==> config.mk <==
export PLATFORM = sky130hd
export DESIGN_NAME = pixel_frame_sequencer
export DESIGN_NICKNAME = d
export VERILOG_FILES = /design/src/rtl/pixel_frame_sequencer.sv
export SDC_FILE = /design/constraint.sdc
export NUM_CORES = 1
export LEC_CHECK = 0
export BUFFER_PORTS_ARGS = -buffer_cell sky130_fd_sc_hd__buf_4
export CORE_ASPECT_RATIO = 0.7
export CORE_MARGIN = 2
export CORE_UTILIZATION = 55
export DETAILED_ROUTE_END_ITERATION = 16
export GPL_TIMING_DRIVEN = 0
export PLACE_DENSITY = 0.83
export SYNTH_ARGS = -nofsm -noshare
export SYNTH_HDL_FRONTEND = slang
export SYNTH_SLANG_ARGS = --single-unit
==> constraint.sdc <==
create_clock -name clk -period 3.7 [get_ports clk]
set_input_delay 0.185 -clock clk [delete_from_list [all_inputs] [get_ports clk]]
set_output_delay 0.185 -clock clk [all_outputs]
set_load 0.01 [all_outputs]
==> src/rtl/pixel_frame_sequencer.sv <==
// -----------------------------------------------------------------------------
// pixel_frame_sequencer
//
// Frame-level controller for a 2x2 pixel array. A start request runs one
// capture: erase -> expose -> ramp conversion -> readout of pixel pairs 1/2
// and 3/4. The four captured bytes are serialised onto a valid/ready stream
// in the order p1, p2, p3, p4. All outputs are registered.
//
// Optional feature (compile-time macro):
//   PIX_GRAY_CODE_EN  - adc_code is the Gray code of the internal binary ramp
//                       counter; undefined -> adc_code is plain binary.
//
// Ports:
//   clk          in   1         system clock, rising edge
//   reset        in   1         asynchronous active-low reset
//   start        in   1         begin one frame, sampled only in IDLE
//   abort        in   1         synchronous abort of the current frame
//   exp_cycles   in   EXP_W     exposure length in cycles (0 treated as 1)
//   pix_data_in  in   2*DATA_W  array read bus {pixB, pixA}
//   erase        out  1         array erase strobe
//   expose       out  1         array expose strobe
//   convert      out  1         array convert strobe (ramp running)
//   read12       out  1         array read enable, pixels 1 and 2
//   read34       out  1         array read enable, pixels 3 and 4
//   adc_code     out  DATA_W    ramp code driven to array comparators
//   out_data     out  DATA_W    serialised pixel byte
//   out_valid    out  1         out_data valid
//   out_ready    in   1         downstream accepts out_data
//   busy         out  1         high in every state except IDLE
//   frame_done   out  1         one-cycle pulse on frame completion
// -----------------------------------------------------------------------------
module pixel_frame_sequencer #(
    parameter int unsigned DATA_W       = 8,
    parameter int unsigned EXP_W        = 16,
    parameter int unsigned ERASE_CYCLES = 4,
    parameter int unsigned SETTLE       = 2
) (
    input  logic                  clk,
    input  logic                  reset,
    input  logic                  start,
    input  logic                  abort,
    input  logic [EXP_W-1:0]      exp_cycles,
    input  logic [2*DATA_W-1:0]   pix_data_in,
    output logic                  erase,
    output logic                  expose,
    output logic                  convert,
    output logic                  read12,
    output logic                  read34,
    output logic [DATA_W-1:0]     adc_code,
    output logic [DATA_W-1:0]     out_data,
    output logic                  out_valid,
    input  logic                  out_ready,
    output logic                  busy,
    output logic                  frame_done
);

    localparam int unsigned ER_W  = $clog2(ERASE_CYCLES + 1);
    localparam int unsigned ST_W  = $clog2(SETTLE + 1);
    localparam int unsigned MX_W  = (ER_W > ST_W) ? ER_W : ST_W;
    localparam int unsigned CNT_W = (EXP_W > MX_W) ? EXP_W : MX_W;

    localparam logic [CNT_W-1:0] ERASE_LAST  = CNT_W'(ERASE_CYCLES - 1);
    localparam logic [CNT_W-1:0] SETTLE_LAST = CNT_W'(SETTLE - 1);

    typedef enum logic [2:0] {
        S_IDLE,
        S_ERASE,
        S_EXPOSE,
        S_CONVERT,
        S_READ12,
        S_READ34,
        S_DONE
    } state_t;

    state_t                 state_q, state_d;
    logic [CNT_W-1:0]       cnt_q, cnt_d;
    logic [EXP_W-1:0]       exp_q, exp_d;
    logic [DATA_W-1:0]      bin_q, bin_d;
    logic [2*DATA_W-1:0]    buf_q, buf_d;
    logic                   cap_q, cap_d;     // pair captured, bytes pending
    logic                   sel_q, sel_d;     // 0: pixA on the bus, 1: pixB
    logic                   valid_q, valid_d;
    logic [DATA_W-1:0]      data_q, data_d;

    logic                   erase_q, erase_d;
    logic                   expose_q, expose_d;
    logic                   convert_q, convert_d;
    logic                   r12_q, r12_d;
    logic                   r34_q, r34_d;
    logic [DATA_W-1:0]      adc_q, adc_d;
    logic                   busy_q, busy_d;
    logic                   done_q, done_d;

    always_ff @(posedge clk or negedge reset) begin
        if (!reset) begin
            state_q   <= S_IDLE;
            cnt_q     <= '0;
            exp_q     <= '0;
            bin_q     <= '0;
            buf_q     <= '0;
            cap_q     <= 1'b0;
            sel_q     <= 1'b0;
            valid_q   <= 1'b0;
            data_q    <= '0;
            erase_q   <= 1'b0;
            expose_q  <= 1'b0;
            convert_q <= 1'b0;
            r12_q     <= 1'b0;
            r34_q     <= 1'b0;
            adc_q     <= '0;
            busy_q    <= 1'b0;
            done_q    <= 1'b0;
        end else begin
            state_q   <= state_d;
            cnt_q     <= cnt_d;
            exp_q     <= exp_d;
            bin_q     <= bin_d;
            buf_q     <= buf_d;
            cap_q     <= cap_d;
            sel_q     <= sel_d;
            valid_q   <= valid_d;
            data_q    <= data_d;
            erase_q   <= erase_d;
            expose_q  <= expose_d;
            convert_q <= convert_d;
            r12_q     <= r12_d;
            r34_q     <= r34_d;
            adc_q     <= adc_d;
            busy_q    <= busy_d;
            done_q    <= done_d;
        end
    end

    always_comb begin
        state_d = state_q;
        cnt_d   = cnt_q;
        exp_d   = exp_q;
        bin_d   = bin_q;
        buf_d   = buf_q;
        cap_d   = cap_q;
        sel_d   = sel_q;
        valid_d = valid_q;
        data_d  = data_q;

        if (state_q != S_IDLE && abort) begin
            // Abort wins over everything, including a pending handshake.
            state_d = S_IDLE;
            cnt_d   = '0;
            bin_d   = '0;
            buf_d   = '0;
            cap_d   = 1'b0;
            sel_d   = 1'b0;
            valid_d = 1'b0;
            data_d  = '0;
        end else begin
            case (state_q)
                S_IDLE: begin
                    if (start && !abort) begin
                        state_d = S_ERASE;
                        cnt_d   = '0;
                        exp_d   = (exp_cycles == '0) ? EXP_W'(1) : exp_cycles;
                    end
                end
                S_ERASE: begin
                    if (cnt_q == ERASE_LAST) begin
                        state_d = S_EXPOSE;
                        cnt_d   = '0;
                    end else begin
                        cnt_d = cnt_q + CNT_W'(1);
                    end
                end
                S_EXPOSE: begin
                    if (cnt_q == CNT_W'(exp_q - EXP_W'(1))) begin
                        state_d = S_CONVERT;
                        cnt_d   = '0;
                        bin_d   = '0;
                    end else begin
                        cnt_d = cnt_q + CNT_W'(1);
                    end
                end
                S_CONVERT: begin
                    // Leave at full scale instead of wrapping the ramp.
                    if (bin_q == '1) begin
                        state_d = S_READ12;
                        bin_d   = '0;
                        cnt_d   = '0;
                    end else begin
                        bin_d = bin_q + DATA_W'(1);
                    end
                end
                S_READ12, S_READ34: begin
                    if (!cap_q) begin
                        if (cnt_q == SETTLE_LAST) begin
                            buf_d   = pix_data_in;
                            cap_d   = 1'b1;
                            sel_d   = 1'b0;
                            valid_d = 1'b1;
                            data_d  = pix_data_in[DATA_W-1:0];
                        end else begin
                            cnt_d = cnt_q + CNT_W'(1);
                        end
                    end else if (out_ready) begin
                        if (!sel_q) begin
                            sel_d  = 1'b1;
                            data_d = buf_q[2*DATA_W-1:DATA_W];
                        end else begin
                            valid_d = 1'b0;
                            data_d  = '0;
                            cap_d   = 1'b0;
                            sel_d   = 1'b0;
                            cnt_d   = '0;
                            buf_d   = '0;
                            state_d = (state_q == S_READ12) ? S_READ34 : S_DONE;
                        end
                    end
                end
                S_DONE: begin
                    state_d = S_IDLE;
                end
                default: begin
                    state_d = S_IDLE;
                end
            endcase
        end

        // Outputs are decoded from the next state so they are registered
        // yet line up with the state they belong to.
        erase_d   = (state_d == S_ERASE);
        expose_d  = (state_d == S_EXPOSE);
        convert_d = (state_d == S_CONVERT);
        r12_d     = (state_d == S_READ12);
        r34_d     = (state_d == S_READ34);
        busy_d    = (state_d != S_IDLE);
        done_d    = (state_d == S_DONE);
        adc_d     = '0;
        if (state_d == S_CONVERT) begin
`ifdef PIX_GRAY_CODE_EN
            adc_d = bin_d ^ (bin_d >> 1);
`else
            adc_d = bin_d;
`endif
        end
    end

    assign erase      = erase_q;
    assign expose     = expose_q;
    assign convert    = convert_q;
    assign read12     = r12_q;
    assign read34     = r34_q;
    assign adc_code   = adc_q;
    assign out_data   = data_q;
    assign out_valid  = valid_q;
    assign busy       = busy_q;
    assign frame_done = done_q;

endmodule
## After elaboration in Yosys (flattened, before gate mapping)

Index checks and enable logic that the tools add are counted.

| storage, ports and cells | value |
|---|---|
| output and inout port bits | 24 |
| bits in registers | 85 |
| word-level logic and storage cells | 111 |
| bits of input ports | 37 |

| operators by class | value |
|---|---|
| reduce and logical (&&, ||, !) cells | 15 |
| bitwise gates (word level) | 1 |
| add/sub/neg operators | 3 |
| muxes and demuxes | 53 |
| equal/unequal tests | 22 |

Operators with widths:

| operator | number |
|---|---|
| 2-to-1 mux 16 bit | 14 |
| 2-to-1 mux 8 bit | 10 |
| case mux 16 bit (5 select lines) | 1 |
| 2-to-1 mux 3 bit | 8 |
| 2-to-1 mux 1 bit | 17 |
| adder 16 x 1 -> 16 bit (second input constant) | 1 |
| equality test 16 x 1 -> 1 bit (second input constant) | 1 |
| equality test 16 bit | 1 |
| equality test 16 x 2 -> 1 bit (second input constant) | 1 |
| zero test 16 bit | 1 |
| case mux 8 bit (2 select lines) | 1 |
| subtractor 16 x 1 -> 16 bit (second input constant) | 1 |
| equality test 3 bit (second input constant) | 5 |
| case mux 3 bit (5 select lines) | 1 |
| equality test 3 x 2 -> 1 bit (second input constant) | 4 |
| != test 4 bit (second input constant) | 3 |
| nonzero test 3 bit | 3 |
| adder 8 x 1 -> 8 bit (second input constant) | 1 |
| equality test 8 bit (second input constant) | 1 |
| equality test 3 x 1 -> 1 bit (second input constant) | 2 |
| != test 3 bit (second input constant) | 2 |
| AND reduction 3 bit | 2 |
| AND reduction 6 bit | 1 |
| nonzero test 6 bit | 1 |
| 10 further kinds | 11 |

## Depth between registers and ports, before layout

| logic depth | value |
|---|---|
| word-level depth | 9 |
| mapped depth | 12 |
| mapped depth without buffers | 10 |

## Least setup slack after synthesis

No wires, ideal clock.

| timing path | value |
|---|---|
| kind | reg2reg |
| start | register exp_q[3] |
| end | register cnt_q[10] |
| stages on the path, launching flop included | 11 |
| library setup time | 0.080 ns |
| clock period less this slack | 3.108 ns |
| required time | 3.620 ns |
| data arrival time | 3.028 ns |
| path buffers | 2 |
| setup slack | 0.592 ns |
| cells stage by stage | dfrtp_1 > or4_4 > or4_4 > mux2i_1 > or4_1 > and2_1 > and4_4 > buf_6 > o211a_1 > buf_6 > o22ai_2 |

| on the way | value |
|---|---|
| cells in the longest elaborated chain, start to end | 5 |

Ends and longest elaborated chain:

| element | line | RTL |
|---|---|---|
| start: declaration | 77 | `logic [EXP_W-1:0] exp_q, exp_d;` |
| start signal: assignment | 116 | `exp_q <= exp_d;` |
| subtractor 16 x 1 -> 16 bit | 173 | `if (cnt_q == CNT_W'(exp_q - EXP_W'(1))) begin` |
| equality test 16 bit | 173 |  |
| 2-to-1 mux 16 bit | 173 |  |
| case mux 16 bit (5 select lines) | 156 | `case (state_q)` |
| 2-to-1 mux 16 bit | 145 | `if (state_q != S_IDLE && abort) begin` |
| end signal: assignment | 115 | `cnt_q <= cnt_d;` |
| end: declaration | 76 | `logic [CNT_W-1:0] cnt_q, cnt_d;` |

No other way between the ends.
A chain may end at the register's enable or synchronous reset.

## Worst setup path in the final report

| timing path | value |
|---|---|
| start | register exp_q[2] |
| end | register cnt_q[14] |

The elaborated chain is that of the path after synthesis.

==> run_results.csv <==
group,metric,value,unit
logic_synthesis,ys_warn_count,0,
logic_synthesis,netlist_instances,466,
clock_network,post_cts_resized,0,
worst_setup_path,path_cells,"clkbuf_1 > or3_1 > or4_4 > mux2i_1 > or4_1 > and2_1 > and4_4 > o21a_1 > buf_2 > o21ai_0",
final_layout,fin_nets,578,
clock_network,numCtsBuffers,9,
power,power_leakage,2.34,nW
clock_network,insertion_delay,340,ps
logic_synthesis,synthTopCellsByCount,"77 x dfrtp_1, 43 x nand2_1, 42 x nor2_1",
logic_synthesis,synth_edf_count,0,
sta,maxSlewHeadroom,0.290,
outcome,violations,"hold timing",
logic_synthesis,avgSynthCellArea,9.35,µm²
placed_design,placed_cell_area,4940,µm²
clock_network,cts_buffer_depth,2,
worst_setup_path,cp-endpoint,"cnt_q[14]",
final_layout,fill_cells,582,
sta,clock.fmax,283,MHz
logic_synthesis,synth_top_area_frac,0.442,
power,power,0.00336,W
final_layout,design_area,5250,µm²
floorplan,num_rows,27,
logic_synthesis,synth_area_leader_cell,"dfrtp_1",
detailed_routing,viasPerCell,6.10,
worst_setup_path,cp.depth,10,
logic_synthesis,yosysMostFrequentCell,"dfrtp_1",
worst_setup_path,endpoint_kind,"register",
logic_synthesis,ys_async_sr_fraction,1.00,
detailed_routing,route.detailed.drc,0,
logic_synthesis,synth_fp_nets,507,
worst_setup_path,crit_type,"reg2reg",
worst_setup_path,worstPathRequired,3960,ps
floorplan,dieArea,8670,µm²
clock_network,clock_sinks,77,
detailed_routing,vias,3921,
floorplan,die-height,78.5,µm
global_routing,grt_use_met2,0.427,
sta,tightest_slew,1050,ps
sta,finalHoldViolCount,21,
logic_synthesis,netlist_area,4360,µm²
job,cap_viol_max_count,0,
clock_network,cts_tree,"done",
sta,slew_viol_final,0,
detailed_routing,antenna_left,0,
outcome,status,"complete, but fails checks",
sta,setup_viol,0,
detailed_routing,dr.pass1.iters,6,
power,power.density,639,nW/µm²
worst_setup_path,arrival,3780,ps
worst_setup_path,rr_startpoint,"exp_q[2]",
logic_synthesis,synth-compound-area-share,0.173,
power,peakVddDrop,0.378,mV
global_routing,antenna_found_initial,0,
global_routing,grt-busiest-layer,"met2",
global_routing,grt_usage,0.274,
worst_setup_path,r2r_setup_slack,170,ps
final_layout,multi_input_area,2270,µm²
logic_synthesis,synthAdderAreaFrac,0.0115,
floorplan,ios,61,
final_layout,register_area,1930,µm²
worst_setup_path,r2r_cells,10,
sta,rsz0062_at_grt,"false",
clock_network,cts_hold_buf,0,
sta,whs,-12.7,ps
global_routing,grt_start_max_net_pins,78,
sta,fin_skew,5.73,ps
placed_design,routabilityCongestion,0.878,
floorplan,die_x,110,µm
final_layout,drive_gt1_frac,0.205,
sta,timing.final.crit_share,0.954,
global_routing,grt_pass1_wl,19.1,mm
sta,tns,0,ps
final_layout,diodes,0,
placed_design,hpwl,8.16,mm
worst_setup_path,crit_buf_inv,2,
final_layout,area_growth,20.5,%
worst_setup_path,critPathMaxFanout,10,
logic_synthesis,synth.mux.area_fraction,0.0505,
clock_network,path_clk_slew,60,ps
global_routing,grt_pass1_vias,3874,
clock_network,cts_setup_buffers,0,
detailed_routing,detail_route.wl_per_cell,18.0,µm
logic_synthesis,synth_top_family_by_area,"simple AND/OR/NAND/NOR gates",
detailed_routing,drtIter0Drc,331,
logic_synthesis,synth_xor_xnor_area_share,0.0402,
clock_network,root_buffer,"clkbuf_16",
worst_setup_path,reg2reg_to,"cnt_q[14]",
logic_synthesis,yosys_most_used_dff,"dfrtp_1",
global_routing,met1_usage,0.383,
worst_setup_path,cp_slowest_cell,"or4_1",
logic_synthesis,synth.area.top_cells,"dfrtp_1 44%, mux2_2 4.1%, nand2_1 3.7%",
global_routing,use_met3,0.0595,
worst_setup_path,crit_family,"simple AND/OR/NAND/NOR gates",
logic_synthesis,yosysSeqAreaShare,0.442,
detailed_routing,wirelength,11.6,mm
worst_setup_path,startpoint,"exp_q[2]",
placed_design,portBuffers,60,
min_path,min_path_type,"in2async",
worst_setup_path,slowest_delay,580,ps
floorplan,core,7770,µm²
floorplan,start_util,0.561,
clock_network,h-tree-depth,3,
sta,period_minus_slack,3530,ps
logic_synthesis,yosys.area_share.simple,0.244,
worst_setup_path,critPathLaunchType,"register",
global_routing,grt_overflow,0,
logic_synthesis,ys_types,57,
logic_synthesis,ys_ff_latch,77,
-- per-layer routing --
layer  part of all wire  vias to the layer above
li1                   -                     1820
met1               0.44                     1890
met2               0.46                      190
met3              0.079                       21
met4              0.017                        0
met5                  0                        -
-- worst min path at each step --
stage               slack, ps     endpoint            from  cells after the start
finish                    -10     exp_q[8]           reset                      1
global route               60     buf_q[8]  pix_data_in[8]                      2
CTS                        50       expose           reset                      1
global placement          380    exp_q[11]           reset                      1
floorplan                -110  adc_code[0]           reset                      0
detailed placement        400     exp_q[8]           reset                      1
-- cell type report --
cell class	count	area share
buffer	22	0.0191
clock buffer	9	0.0429
sequential	77	0.367
clock inverter	7	0.0164
multi-input combinational	349	0.432
tap	101	0.0241
timing repair buffer	60	0.0857
inverter	18	0.0129
-- state kept, by name, indices dropped and copies added, names as in the netlist, 3 cells and up --
name and count:
cnt_q 16, exp_q 16, adc_code 8, bin_q 8
buf_q 8, out_data 8, state_q 3
-- layout by cell type (no fill, tap or decap), types with 13 or more instances in the layout --
master / synthesis / layout
inv_1: 18 / 18
dfrtp_1: 77 / 77
clkbuf_1: 17 / 17
nand2_1: 43 / 43
a21oi_1: 24 / 24
nand3_1: 15 / 15
o21ai_0: 13 / 13
nor2b_1: 19 / 19
nor2_1: 42 / 42
mux2_2: 16 / 16
buf_4: 0 / 60
-- metrics by stage --
step                      setup WS, ps   util  instances  hold WS [ps]
after floorplan                    592      -        466          -111
after global placement             327  0.635        627           385
after detailed placement           245  0.635        627           403
after CTS                          219  0.675        643          45.8
after global routing              32.1  0.676        643          60.3
final                              172  0.676        643         -12.7
-- where the power goes --
group | switching [W] | internal [W] | leakage (nW) | total, W
sequential | 0.000189 | 0.000996 | 1.03 | 0.00118
clock | 0.000393 | 0.000539 | 0.151 | 0.000932
combinational | 0.000725 | 0.000519 | 1.16 | 0.00124
total | 0.00131 | 0.00205 | 2.34 | 0.00336
-- cell families after synthesis --
family          count (synthesis)
simple gates                  199
compound gates                106
flops                          77
buf+inv                        40
xor+xnor                       20
mux                            20
fa+ha+maj                       4
Power figures use the tool's default switching activity.
